===== config.mk =====
export PLATFORM = sky130hd
export DESIGN_NAME = servo_cmd_decoder
export DESIGN_NICKNAME = d
export VERILOG_FILES = /design/src/rtl/servo_cmd_decoder.sv
export SDC_FILE = /design/constraint.sdc
export NUM_CORES = 1
export LEC_CHECK = 0
export ABC_AREA = 0
export ABC_CLOCK_PERIOD_IN_PS = 7040
export BUFFER_PORTS_ARGS = -buffer_cell sky130_fd_sc_hd__buf_2
export CORE_UTILIZATION = 42
export CTS_CLUSTER_DIAMETER = 100
export CTS_CLUSTER_SIZE = 14
export DETAILED_ROUTE_END_ITERATION = 10
export PLACE_DENSITY = 0.69
export SLEW_MARGIN = 5
export SYNTH_ARGS = -nofsm -noshare
export SYNTH_HDL_FRONTEND = slang
export SYNTH_SLANG_ARGS = --single-unit

===== constraint.sdc =====
create_clock -name i_Clk -period 7.04 [get_ports i_Clk]
set_input_delay 0.704 -clock i_Clk [delete_from_list [all_inputs] [get_ports i_Clk]]
set_output_delay 0.704 -clock i_Clk [all_outputs]
set_load 0.05 [all_outputs]

===== src/rtl/servo_cmd_decoder.sv =====
// Servo command decoder.
// Parses ASCII angle commands (1-3 digits terminated by CR or LF) from the
// UART receiver. Each accepted angle becomes a pulse-width target. The output
// is stepped toward that target once per update period, so the servo never
// jumps to a new position.
module servo_cmd_decoder #(
    parameter int c_Multiply_By = 753,
    parameter int c_Max_Angle   = 180,
    parameter int c_Reset_Angle = 90,
    parameter int c_Step        = 7530,
    parameter int c_Update_Clks = 303_030
) (
    input  logic        i_Clk,
    input  logic        i_Rst_L,
    input  logic        i_RX_DV,
    input  logic [7:0]  i_RX_Byte,
    output logic [23:0] o_Control_Range,
    output logic        o_Cmd_Valid,
    output logic        o_Cmd_Err,
    output logic        o_Busy
);

    localparam int TICK_W = (c_Update_Clks > 1) ? $clog2(c_Update_Clks) : 1;
    localparam logic [TICK_W-1:0] TICK_LAST   = TICK_W'(c_Update_Clks - 1);
    localparam logic [23:0]       RESET_RANGE = 24'(c_Reset_Angle * c_Multiply_By);
    localparam logic [23:0]       MULT        = 24'(c_Multiply_By);
    localparam logic [23:0]       STEP        = 24'(c_Step);
    localparam logic [7:0]        MAX_ANGLE   = 8'(c_Max_Angle);

    typedef enum logic [1:0] {
        IDLE,
        DIGITS,
        ERROR,
        COMMIT
    } state_t;

    state_t            state;
    state_t            next_state;
    logic [7:0]        acc;
    logic [7:0]        next_acc;
    logic [1:0]        digit_cnt;
    logic [1:0]        next_cnt;
    logic              load_target;
    logic              valid_next;
    logic              err_next;
    logic              is_digit;
    logic              is_term;
    logic [3:0]        digit_val;
    logic [11:0]       mac;
    logic [7:0]        mac_sat;
    logic [23:0]       target;
    logic [23:0]       up_gap;
    logic [23:0]       dn_gap;
    logic [TICK_W-1:0] tick_cnt;
    logic              tick;

    assign is_digit  = (i_RX_Byte >= 8'h30) && (i_RX_Byte <= 8'h39);
    assign is_term   = (i_RX_Byte == 8'h0D) || (i_RX_Byte == 8'h0A);
    assign digit_val = i_RX_Byte[3:0];

    // A three-digit value can exceed 8 bits. Saturating it at 255 keeps it
    // above the legal maximum, so such commands are rejected rather than
    // wrapping to a small, legal-looking angle.
    assign mac     = ({4'd0, acc} * 12'd10) + {8'd0, digit_val};
    assign mac_sat = (mac > 12'd255) ? 8'hFF : mac[7:0];

    assign up_gap = target - o_Control_Range;
    assign dn_gap = o_Control_Range - target;
    assign tick   = (tick_cnt == TICK_LAST);

    // Parser next-state logic. COMMIT lasts one cycle, and a byte arriving
    // during COMMIT is treated exactly as if the parser were already idle.
    always_comb begin
        next_state  = state;
        next_acc    = acc;
        next_cnt    = digit_cnt;
        load_target = 1'b0;
        valid_next  = 1'b0;
        err_next    = 1'b0;
        case (state)
            IDLE, COMMIT: begin
                if (state == COMMIT) begin
                    load_target = 1'b1;
                    valid_next  = 1'b1;
                end
                next_state = IDLE;
                if (i_RX_DV) begin
                    if (is_digit) begin
                        next_acc   = {4'd0, digit_val};
                        next_cnt   = 2'd1;
                        next_state = DIGITS;
                    end else if (!is_term) begin
                        next_state = ERROR;
                    end
                end
            end
            DIGITS: begin
                if (i_RX_DV) begin
                    if (is_digit) begin
                        if (digit_cnt == 2'd3) begin
                            next_state = ERROR;
                        end else begin
                            next_acc = mac_sat;
                            next_cnt = digit_cnt + 2'd1;
                        end
                    end else if (is_term) begin
                        if (acc <= MAX_ANGLE) begin
                            next_state = COMMIT;
                        end else begin
                            err_next   = 1'b1;
                            next_state = IDLE;
                        end
                    end else begin
                        next_state = ERROR;
                    end
                end
            end
            ERROR: begin
                if (i_RX_DV && is_term) begin
                    err_next   = 1'b1;
                    next_state = IDLE;
                end
            end
            default: next_state = IDLE;
        endcase
    end

    // Parser state, accumulator and registered status pulses.
    always_ff @(posedge i_Clk or negedge i_Rst_L) begin
        if (!i_Rst_L) begin
            state       <= IDLE;
            acc         <= 8'd0;
            digit_cnt   <= 2'd0;
            o_Cmd_Valid <= 1'b0;
            o_Cmd_Err   <= 1'b0;
        end else begin
            state       <= next_state;
            acc         <= next_acc;
            digit_cnt   <= next_cnt;
            o_Cmd_Valid <= valid_next;
            o_Cmd_Err   <= err_next;
        end
    end

    // Latch the new pulse-width target when a command commits.
    always_ff @(posedge i_Clk or negedge i_Rst_L) begin
        if (!i_Rst_L) begin
            target <= RESET_RANGE;
        end else if (load_target) begin
            target <= {16'd0, acc} * MULT;
        end
    end

    // Free-running update-period counter. It is never re-phased by commands.
    always_ff @(posedge i_Clk or negedge i_Rst_L) begin
        if (!i_Rst_L) begin
            tick_cnt <= '0;
        end else if (tick) begin
            tick_cnt <= '0;
        end else begin
            tick_cnt <= tick_cnt + 1'b1;
        end
    end

    // On each tick, step the output toward the target. If the output is
    // within one step of the target, it lands on it exactly.
    always_ff @(posedge i_Clk or negedge i_Rst_L) begin
        if (!i_Rst_L) begin
            o_Control_Range <= RESET_RANGE;
        end else if (tick) begin
            if (target >= o_Control_Range) begin
                if (up_gap <= STEP) begin
                    o_Control_Range <= target;
                end else begin
                    o_Control_Range <= o_Control_Range + STEP;
                end
            end else begin
                if (dn_gap <= STEP) begin
                    o_Control_Range <= target;
                end else begin
                    o_Control_Range <= o_Control_Range - STEP;
                end
            end
        end
    end

    // Busy flag: registered, so it trails changes of output or target by one clock.
    always_ff @(posedge i_Clk or negedge i_Rst_L) begin
        if (!i_Rst_L) begin
            o_Busy <= 1'b0;
        end else begin
            o_Busy <= (o_Control_Range != target);
        end
    end

endmodule


* Word-level counts from Yosys, hierarchy flattened *
Cells that the tools add are included.

operators by class
  $add $sub $neg = 7
  reduce and logical (&&, ||, !) cells = 8
  equal/unequal tests = 15
  multiplexer cells = 35
  order comparisons = 7
  multiply operators = 2

operators by type and width
  operator                                                                             count
  24-bit two-way mux                                                                   3
  24-bit by 13-bit less-or-equal comparator with 1-bit output (second input constant)  2
  8-bit two-way mux                                                                    6
  2-bit two-way mux                                                                    14
  24-bit by 13-bit adder with 24-bit output (second input constant)                    1
  18-bit by 24-bit >= comparator with 1-bit output                                     1
  24-bit by 18-bit != test with 1-bit output                                           1
  18-bit by 24-bit subtractor with 24-bit output                                       1
  24-bit by 13-bit subtractor with 24-bit output (second input constant)               1
  24-bit by 18-bit subtractor with 24-bit output                                       1
  19-bit by 1-bit adder with 19-bit output (second input constant)                     1
  19-bit equality test (second input constant)                                         1
  19-bit two-way mux                                                                   1
  8-bit by 10-bit multiplier with 18-bit output (second input constant)                1
  8-bit by 4-bit equality test with 1-bit output (second input constant)               2
  8-bit one-hot mux with 2 select lines                                                1
  12-bit by 4-bit adder with 12-bit output                                             1
  12-bit by 8-bit > comparator with 1-bit output (second input constant)               1
  2-bit != test (second input constant)                                                6
  8-bit by 3-bit multiplier with 11-bit output (second input constant)                 1
  8-bit by 6-bit >= comparator with 1-bit output (second input constant)               1
  8-bit by 6-bit less-or-equal comparator with 1-bit output (second input constant)    1
  8-bit less-or-equal comparator (second input constant)                               1
  1-bit two-way mux                                                                    7
  14 further kinds                                                                     17

storage, ports and cells
  output and inout bits = 27
  word-level logic and storage cells = 83
  input bits = 11
  register bits = 76

* Logic depth before layout (Yosys ltp) *
Gate-level depths: netlist of run 1.

  depth in word-level cells = 8
  mapped depth = 20
  gate-level depth less buffers = 20

* Worst setup path after synthesis of run 1 *
No wires, ideal clock.

  kind = register to register
  start point = register acc[3]
  end point = register target[17]
  setup time = 0.133 ns
  period minus slack after synthesis = 4.232 ns
  path slack = 2.808 ns
  data required time = 6.907 ns
  arrival time = 4.099 ns
  path buffers = 0
  cell stages (with the launch flop) = 20
  path through = dfrtp_1 inv_1 ha_1 ha_1 inv_1 fa_1 fa_1 inv_1 ha_1 a21o_1 a21oi_1 o21ai_0 a21oi_1 nand2b_1 a21boi_0 nor3_1 nor2_1 o41ai_1 xnor2_1 a21oi_1

on the way
  longest elaborated chain between the ends = 1

ends and longest elaborated chain
  item                                           line  source
  start: declaration                             39    logic [7:0] acc;
  start signal: assignment                       138   acc <= next_acc;
  8-bit by 10-bit multiplier with 18-bit output  150   target <= {16'd0, acc} * MULT;
  end signal: assignment                         150
  end: declaration                               51    logic [23:0] target;

Every way passes these cells.
A chain may end at the register's enable or synchronous reset.

* Worst setup path after layout of run 1 *
  start point = register o_Control_Range[15]
  end point = register o_Control_Range[11]

on the way
  longest elaborated chain between the ends = 4
  elaborated cells on any way between the ends = 8
  those cells by class = add/sub: 2; order compare: 3; mux: 3

ends and longest elaborated chain
  item                                                                                                              line      source
  start: declaration                                                                                                17        output logic [23:0] o_Control_Range,
  start signal: assignment                                                                                          173       o_Control_Range <= target;
  start signal: assignment                                                                                          175       o_Control_Range <= o_Control_Range + STEP;
  start signal: assignment                                                                                          179       o_Control_Range <= target;
  24-bit by 18-bit subtractor with 24-bit output or 18-bit by 24-bit subtractor with 24-bit output (tied branches)  68, 67
  24-bit by 13-bit less-or-equal comparator with 1-bit output (on tied branches)                                    178, 172
  24-bit two-way mux (on tied branches)                                                                             178, 172
  24-bit two-way mux (*)                                                                                            171       if (target >= o_Control_Range) begin

Mark *: on every way between the ends. The rest lies on a longest branch, timed or not.

==> metrics.csv, run 1 <==
stage,metric,value,unit
run_status,run status,"finished, final reports clean",
logic_synthesis,Syn Area/Cell,8.04,sq um
logic_synthesis,"top cells by count, synth","inv_1, ha_1, nor2_1, o21ai_0, nand2_1",
critical_path,CP max stage delay,1.00,ns
die,DIE AREA,20800,sq um
logic_synthesis,register bit total from synthesis,76,
grt,Tot GR Track Use,0.228,
logic_synthesis,Post-Synth XOR/XNOR Area,0.0597,
layout,total inserted antenna cells,0,
die,die width,144,microns
detailed_routing,drt wl/cell,16.8,microns
timing,Final setup viols,0,
detailed_routing,Routed WL,22500,microns
detailed_routing,Initial DRT Pass Iterations,5,
timing,Pins Over Slew Limit,0,
job,Max Cap Violations,0,
timing,Setup Skew,0.0101,ns
cts,worst skew pair latency,0.34,ns
critical_path,crit path cell chain,inv_1 > ha_1 > and4_1 > nand4_1 > nor4_1 > o31ai_1 > a21oi_2 > buf_4 > nand2_1 > o32ai_1 > nor3_1,
grt,vias in the first global route,7281,
layout,layout cells sized above 1,0.0905,
die,I/O pins,38,
logic_synthesis,Async SR Flop Fraction,1.00,
cts,postcts setup bufs,0,
logic_synthesis,Syn Nets,1191,
die,core footprint,19700,sq um
critical_path,worst endpoint required time,7.30,ns
logic_synthesis,Netlist cell types,76,
critical_path,Crit Path Class,reg -> reg,
critical_path,r2r setup slk,2.36,ns
timing,relative slew slack,0.280,
detailed_routing,Via density,5.79,
grt,largest net degree at the start of global routing,57,
placed_design,DP HPWL,17600,microns
logic_synthesis,ys flop type,dfrtp_1,
timing,final period utilization,0.665,
detailed_routing,M1 wire length,10400,microns
logic_synthesis,cell area after synthesis,8500,sq um
timing,"Min Clock Period, post-route",4.68,ns
cts,TritonCTS Buffers,9,
detailed_routing,1st-iter DRT viols,527,
detailed_routing,routed vias,7738,
cts,clock-pin transition on the worst setup and hold timing paths,0.06,ns
logic_synthesis,cell taking the most area after synthesis,dfrtp_1,
cts,CTS tree,done,
logic_synthesis,Synth Area in Simple Gates,0.194,
cts,H-tree levels,3,
die,die span in y,144,microns
cts,clock tree buffer depth,2,
critical_path,startpoint types,flop,
timing,Worst Max-Slew Pin Slew,1.07,ns
layout,Syn-to-layout area delta,7.52,%
logic_synthesis,most common cell in the netlist,inv_1,
logic_synthesis,Syn. warnings,0,
timing,Final Hold Viols,0,
die,starting density of the core,0.433,
timing,Setup TNS,0,ns
logic_synthesis,post-synthesis mux area share,0.0106,
detailed_routing,ANT nets after route,0,
die,# rows,51,
cts,CTS Sinks,76,
grt,initial antenna violation count,0,
cts,PostCTS Resize Cnt,0,
placed_design,PortBufs,37,
grt,Congestion Overflow GR,0,
detailed_routing,top routing layer in use,met4,
critical_path,path depth of the worst reg2reg path,11,
hold_path,worst hold path type,in -> async,
logic_synthesis,Synth Area in Compound Gates,0.236,
layout,nets,1200,
critical_path,Critical R2R Launch,o_Control_Range[15]$_DFFE_PN0N_,
detailed_routing,WL met2,10300,microns
logic_synthesis,top cell type's share of synthesized area,0.182,
logic_synthesis,Mapped Cells,1058,
detailed_routing,met3 routed WL,1020,microns
critical_path,Worst Path Arrival,4.94,ns
critical_path,top fanout value on the critical path,27,
timing,RSZ-0062 raised after global routing,false,
logic_synthesis,Post-synth EDFFs,0,
placed_design,GPL Wtd Cong,0.976,
cts,clock root buffer,clkbuf_16,
logic_synthesis,largest family of logic cells by synthesized area,compound AO/OA/AOI/OAI gates,
timing,FMAX,0.213,GHz
critical_path,Worst Setup End Kind,flop,
critical_path,"slowest stage cell, crit path",nor4_1,
logic_synthesis,register area share after synthesis,0.226,
cts,CTS hold repair buffers,0,
critical_path,worst flop-to-flop path endpoint,o_Control_Range[11]$_DFFE_PN1N_,
layout,Fill cells,1990,
logic_synthesis,top post-synthesis cells by area,"dfrtp_1, ha_1, fa_1",
logic_synthesis,Synth Area in Adders,0.200,
detailed_routing,Residual DRC,0,
grt,first-pass GRT wire length,37100,microns
-- stage by stage --
stage	worst slack, ns	area (sq um)	hold slack (ns)	util	std cells
5_1_grt	2.06	9140	0.257	0.465	1337
4_1_cts	2.37	9140	0.237	0.465	1337
2_1_floorplan	2.81	8500	0.408	-	1058
3_3_place_gp	2.46	8860	0.476	0.451	1321
6_report	2.36	9140	0.239	0.465	1337
3_5_place_dp	2.39	8860	0.491	0.451	1321
-- layer usage --
| layer | global-route usage | vias to the layer above |
|---|---|---|
| met1 | 0.308 | 3645 |
| met5 | 0 | - |
| li1 | - | 3790 |
| met4 | 0.110 | 0 |
| met3 | 0.0268 | 55 |
| met2 | 0.362 | 248 |
-- state kept, by name, summed over array words and instances (netlist names) --
| name | flops |
|---|---|
| tick_cnt | 19 |
| o_Control_Range | 24 |
| digit_cnt | 2 |
| state | 2 |
| target | 18 |
| o_Cmd_Err | 1 |
| o_Busy | 1 |
| acc | 8 |
| o_Cmd_Valid | 1 |
-- cell families (layout without fill, tap and decap cells) --
group | after synthesis | count (layout)
simple gates | 331 | 331
mux | 9 | 9
flops | 76 | 76
fa+ha+maj | 123 | 123
buf+inv | 154 | 168
compound gates | 307 | 307
xor+xnor | 58 | 58
-- cell usage in the layout, fill, tap and decap left out, drive strengths merged, types with 9 or more instances in the layout --
| cell type | instances |
|---|---|
| o21ai | 93 |
| xor2 | 26 |
| nor2 | 94 |
| fa | 22 |
| xnor2 | 32 |
| buf | 42 |
| nand2 | 81 |
| a21o | 14 |
| mux2i | 9 |
| nor3 | 22 |
| nand3 | 30 |
| dfstp | 14 |
| a211oi | 10 |
| nor4 | 9 |
| o211ai | 9 |
| nand2b | 9 |
| dfrtp | 62 |
| clkbuf | 12 |
| nand4 | 23 |
| a21oi | 81 |
| ha | 100 |
| inv | 110 |
| and2 | 9 |
-- worst max-delay path: cells and delay by family (launching register included) --
family                   cells  cell delay, ns
adder cells (fa/ha/maj)      1            0.59
AND/OR/NAND/NOR              5            2.16
AO/OA/AOI/OAI                3            0.92
flip-flops                   1            0.50
buffers and inverters        2            0.43
-- how the worst max path moves through the flow --
stage | start | end | slack, ns | cells after the start
3_5_place_dp | acc[3]$_DFFE_PN0P_ | target[17]$_DFFE_PN0P_ | 2.39 | 19
4_1_cts | acc[3]$_DFFE_PN0P_ | target[17]$_DFFE_PN0P_ | 2.37 | 19
6_report | o_Control_Range[15]$_DFFE_PN0N_ | o_Control_Range[11]$_DFFE_PN1N_ | 2.36 | 11
5_1_grt | acc[3]$_DFFE_PN0P_ | target[17]$_DFFE_PN0P_ | 2.06 | 19
3_3_place_gp | o_Control_Range[15]$_DFFE_PN0N_ | o_Control_Range[11]$_DFFE_PN1N_ | 2.46 | 11
2_1_floorplan | acc[3]$_DFFE_PN0P_ | target[17]$_DFFE_PN0P_ | 2.81 | 19
-- layout make-up --
type | count | area [sq um] | area share
multi-input cells | 828 | 5970 | 0.653
flip-flops and latches | 76 | 1920 | 0.210
inverters | 110 | 413 | 0.0452
well taps | 265 | 332 | 0.0363
clock buffers | 12 | 256 | 0.0281
repair buffers | 42 | 225 | 0.0246
clock inverters | 4 | 23.8 | 0.00260
Power of run 1 is left out: the tool's default activity adds up to more than one toggle a clock period on the data nets, which glitch-free logic cannot reach.
==> run 2: changes to the inputs <==
--- a/config.mk
+++ b/config.mk
@@ -6,7 +6,7 @@
 export NUM_CORES = 1
 export LEC_CHECK = 0
 export ABC_AREA = 0
-export ABC_CLOCK_PERIOD_IN_PS = 7040
+export ABC_CLOCK_PERIOD_IN_PS = 4450
 export BUFFER_PORTS_ARGS = -buffer_cell sky130_fd_sc_hd__buf_2
 export CORE_UTILIZATION = 42
 export CTS_CLUSTER_DIAMETER = 100
==> constraint.sdc (replaced) <==
create_clock -name i_Clk -period 4.45 [get_ports i_Clk]
set_input_delay 0.445 -clock i_Clk [delete_from_list [all_inputs] [get_ports i_Clk]]
set_output_delay 0.445 -clock i_Clk [all_outputs]
set_load 0.05 [all_outputs]
==> metrics.csv, run 2 (synthesis results as in run 1) <==
stage,metric,value,unit,change
placed_design,Post-Place Cells,1365,,+3.3%
cts,CTS tree,done,,
die,DIE AREA,20800,sq um,unchanged
layout,max FFs per register,24,,unchanged
job,Max Cap Violations,0,,unchanged
timing,final period utilization,0.948,,+0.282
timing,"Min Clock Period, post-route",4.22,ns,-0.467 ns
critical_path,path depth of the worst reg2reg path,15,,+4
critical_path,worst setup path startpoint,o_Control_Range[3]$_DFFE_PN1N_,,
layout,Final Util,0.486,,+0.0211
critical_path,r2r setup slk,0.23,ns,-2.12 ns
layout,total inserted antenna cells,0,,unchanged
layout,Final Non-Filler Cells,1384,,+3.5%
placed_design,DP HPWL,18400,microns,+4.7%
critical_path,top fanout value on the critical path,17,,-37%
critical_path,crit path to,o_Control_Range[5]$_DFFE_PN1N_,,
timing,final setup margin,0.232,ns,-2.12 ns
cts,TritonCTS Buffers,9,,unchanged
cts,clock tree buffer depth,2,,unchanged
grt,vias in the first global route,7546,,+3.6%
critical_path,startpoint types,flop,,
grt,largest net degree at the start of global routing,41,,-28%
cts,H-tree levels,3,,unchanged
critical_path,worst endpoint required time,4.72,ns,-2.58 ns
detailed_routing,ANT nets after route,0,,unchanged
critical_path,Critical R2R Launch,o_Control_Range[3]$_DFFE_PN1N_,,
cts,worst skew pair latency,0.34,ns,about the same
placed_design,Post-Place Setup Slack,0.0687,ns,-2.33 ns
die,die width,144,microns,unchanged
layout,nets,1247,,+3.9%
critical_path,crit path cell chain,inv_1 > ha_2 > o211ai_1 > a21o_2 > a21oi_1 > or4_1 > a311oi_1 > o2111ai_1 > nor4b_2 > buf_4 > a21oi_2 > buf_4 > a221oi_1 > nor2_1 > a221o_1,,
die,starting density of the core,0.433,,unchanged
cts,CTS Sinks,76,,unchanged
die,I/O pins,38,,unchanged
layout,"commonest non-fill, non-tap cells in the layout","inv_1, ha_1, nor2_1, o21ai_0, nand2_1",,
timing,Final Hold Viols,0,,unchanged
layout,largest reg by FF count,o_Control_Range,,
detailed_routing,Initial DRT Pass Iterations,5,,unchanged
layout,Multi-input gate area,6010,sq um,+0.65%
cts,clock root buffer,clkbuf_16,,
grt,Congestion Overflow GR,0,,unchanged
timing,Pins Over Slew Limit,0,,unchanged
timing,Final setup viols,0,,unchanged
die,die span in y,144,microns,unchanged
layout,Fill cells,1915,,-3.8%
critical_path,CP max stage delay,0.59,ns,-0.41 ns
timing,hold slack,0.0815,ns,-0.158 ns
detailed_routing,M1 wire length,10300,microns,-0.16%
layout,layout cells sized above 1,0.137,,+0.0462
critical_path,Worst Setup End Kind,flop,,
hold_path,worst hold path type,in -> async,,
die,# rows,51,,unchanged
layout,Syn-to-layout area delta,12.4,%,
timing,Worst Max-Slew Pin Slew,1.19,ns,+0.119 ns
cts,CTS hold repair buffers,0,,unchanged
grt,first-pass GRT wire length,37900,microns,+2.3%
critical_path,"slowest stage cell, crit path",dfstp_2,,
detailed_routing,met3 routed WL,1070,microns,+5.0%
timing,relative slew slack,0.207,,-0.0727
critical_path,Crit Path Class,reg -> reg,,
cts,clock-pin transition on the worst setup and hold timing paths,0.06,ns,about the same
critical_path,worst flop-to-flop path endpoint,o_Control_Range[5]$_DFFE_PN1N_,,
grt,initial antenna violation count,0,,unchanged
grt,Tot GR Track Use,0.232,,+0.00377
detailed_routing,top routing layer in use,met4,,
critical_path,Worst Path Arrival,4.49,ns,-0.45 ns
layout,"commonest non-fill, non-tap cell in the layout",inv_1,,
die,core footprint,19700,sq um,unchanged
layout,register area,1920,sq um,about the same
placed_design,GPL Wtd Cong,0.989,,+1.3%
run_status,run status,"finished, final reports clean",,
layout,biggest regs,"o_Control_Range: 24 flops, tick_cnt: 19 flops, target: 18 flops",,
detailed_routing,routed vias,7895,,+2.0%
detailed_routing,WL met2,10900,microns,+5.8%
timing,FMAX,0.237,GHz,+11%
timing,Setup Skew,0.00616,ns,-0.00391 ns
critical_path,most frequent cell on the critical path,buf_4,,
detailed_routing,1st-iter DRT viols,504,,-4.4%
detailed_routing,Via density,5.70,,-1.4%
placed_design,PortBufs,37,,unchanged
detailed_routing,drt wl/cell,16.6,microns,-1.4%
detailed_routing,Residual DRC,0,,unchanged
detailed_routing,Routed WL,23000,microns,+2.1%
timing,RSZ-0062 raised after global routing,true,,
[run 2: cell types whose count changed in the layout (fill, tap and decap cells not counted), moves of 2 or more]
cell,delta
a21boi_0,-2
clkinv_2,-3
o21ai_0,-3
a21oi_1,-3
a21boi_1,+2
o21ai_1,+2
a21oi_2,+3
buf_4,+46
clkinvlp_4,+2
ha_1,-2
[run 2: area by class of cell]
class	instances	share of cell area
clock inverter	4	0.00340
multi-input combinational	828	0.629
timing repair buffer	89	0.0618
clock buffer	12	0.0268
sequential	76	0.201
tap	265	0.0347
inverter	110	0.0432
[run 2: stage by stage]
stage | area, sq um | TNS, ns
after floorplan | 8500 | 0
after global placement | 9210 | 0
after detailed placement | 9210 | 0
after CTS | 9490 | 0
after global routing | 9560 | -0.0572
final | 9560 | 0
[run 2: metal layers]
| metal | vias to the layer above | track usage |
|---|---|---|
| met5 | - | 0 |
| met4 | 0 | 0.0992 |
| met3 | 39 | 0.0248 |
| met2 | 221 | 0.384 |
| met1 | 3758 | 0.305 |
| li1 | 3877 | - |
[run 2: what timing repair did]
item,4_1_cts,5_1_grt
gates resized for setup,0,15
endpoints found under the setup margin,0,9
buffers inserted,0,3
[run 2: worst min-delay path by stage]
stage / slack [ns] / end / cells after the start / startpoint
CTS: 0.11 / tick_cnt[6]$_DFF_PN0_ / 1 / i_Rst_L
finish: 0.08 / tick_cnt[0]$_DFF_PN0_ / 1 / i_Rst_L
global placement: 0.48 / tick_cnt[3]$_DFF_PN0_ / 1 / i_Rst_L
detailed placement: 0.48 / tick_cnt[3]$_DFF_PN0_ / 1 / i_Rst_L
floorplan: 0.15 / acc[0]$_DFFE_PN0P_ / 0 / i_Rst_L
global route: 0.13 / tick_cnt[6]$_DFF_PN0_ / 1 / i_Rst_L
[run 2: worst max-delay path, delay by kind of cell (launching register included)]
family          cells  cell delay (ns)
buf+inv             3             0.54
flops               1             0.59
compound gates      8             1.69
simple gates        3             0.93
fa+ha+maj           1             0.38
Power of run 2 is left out for the same reason.
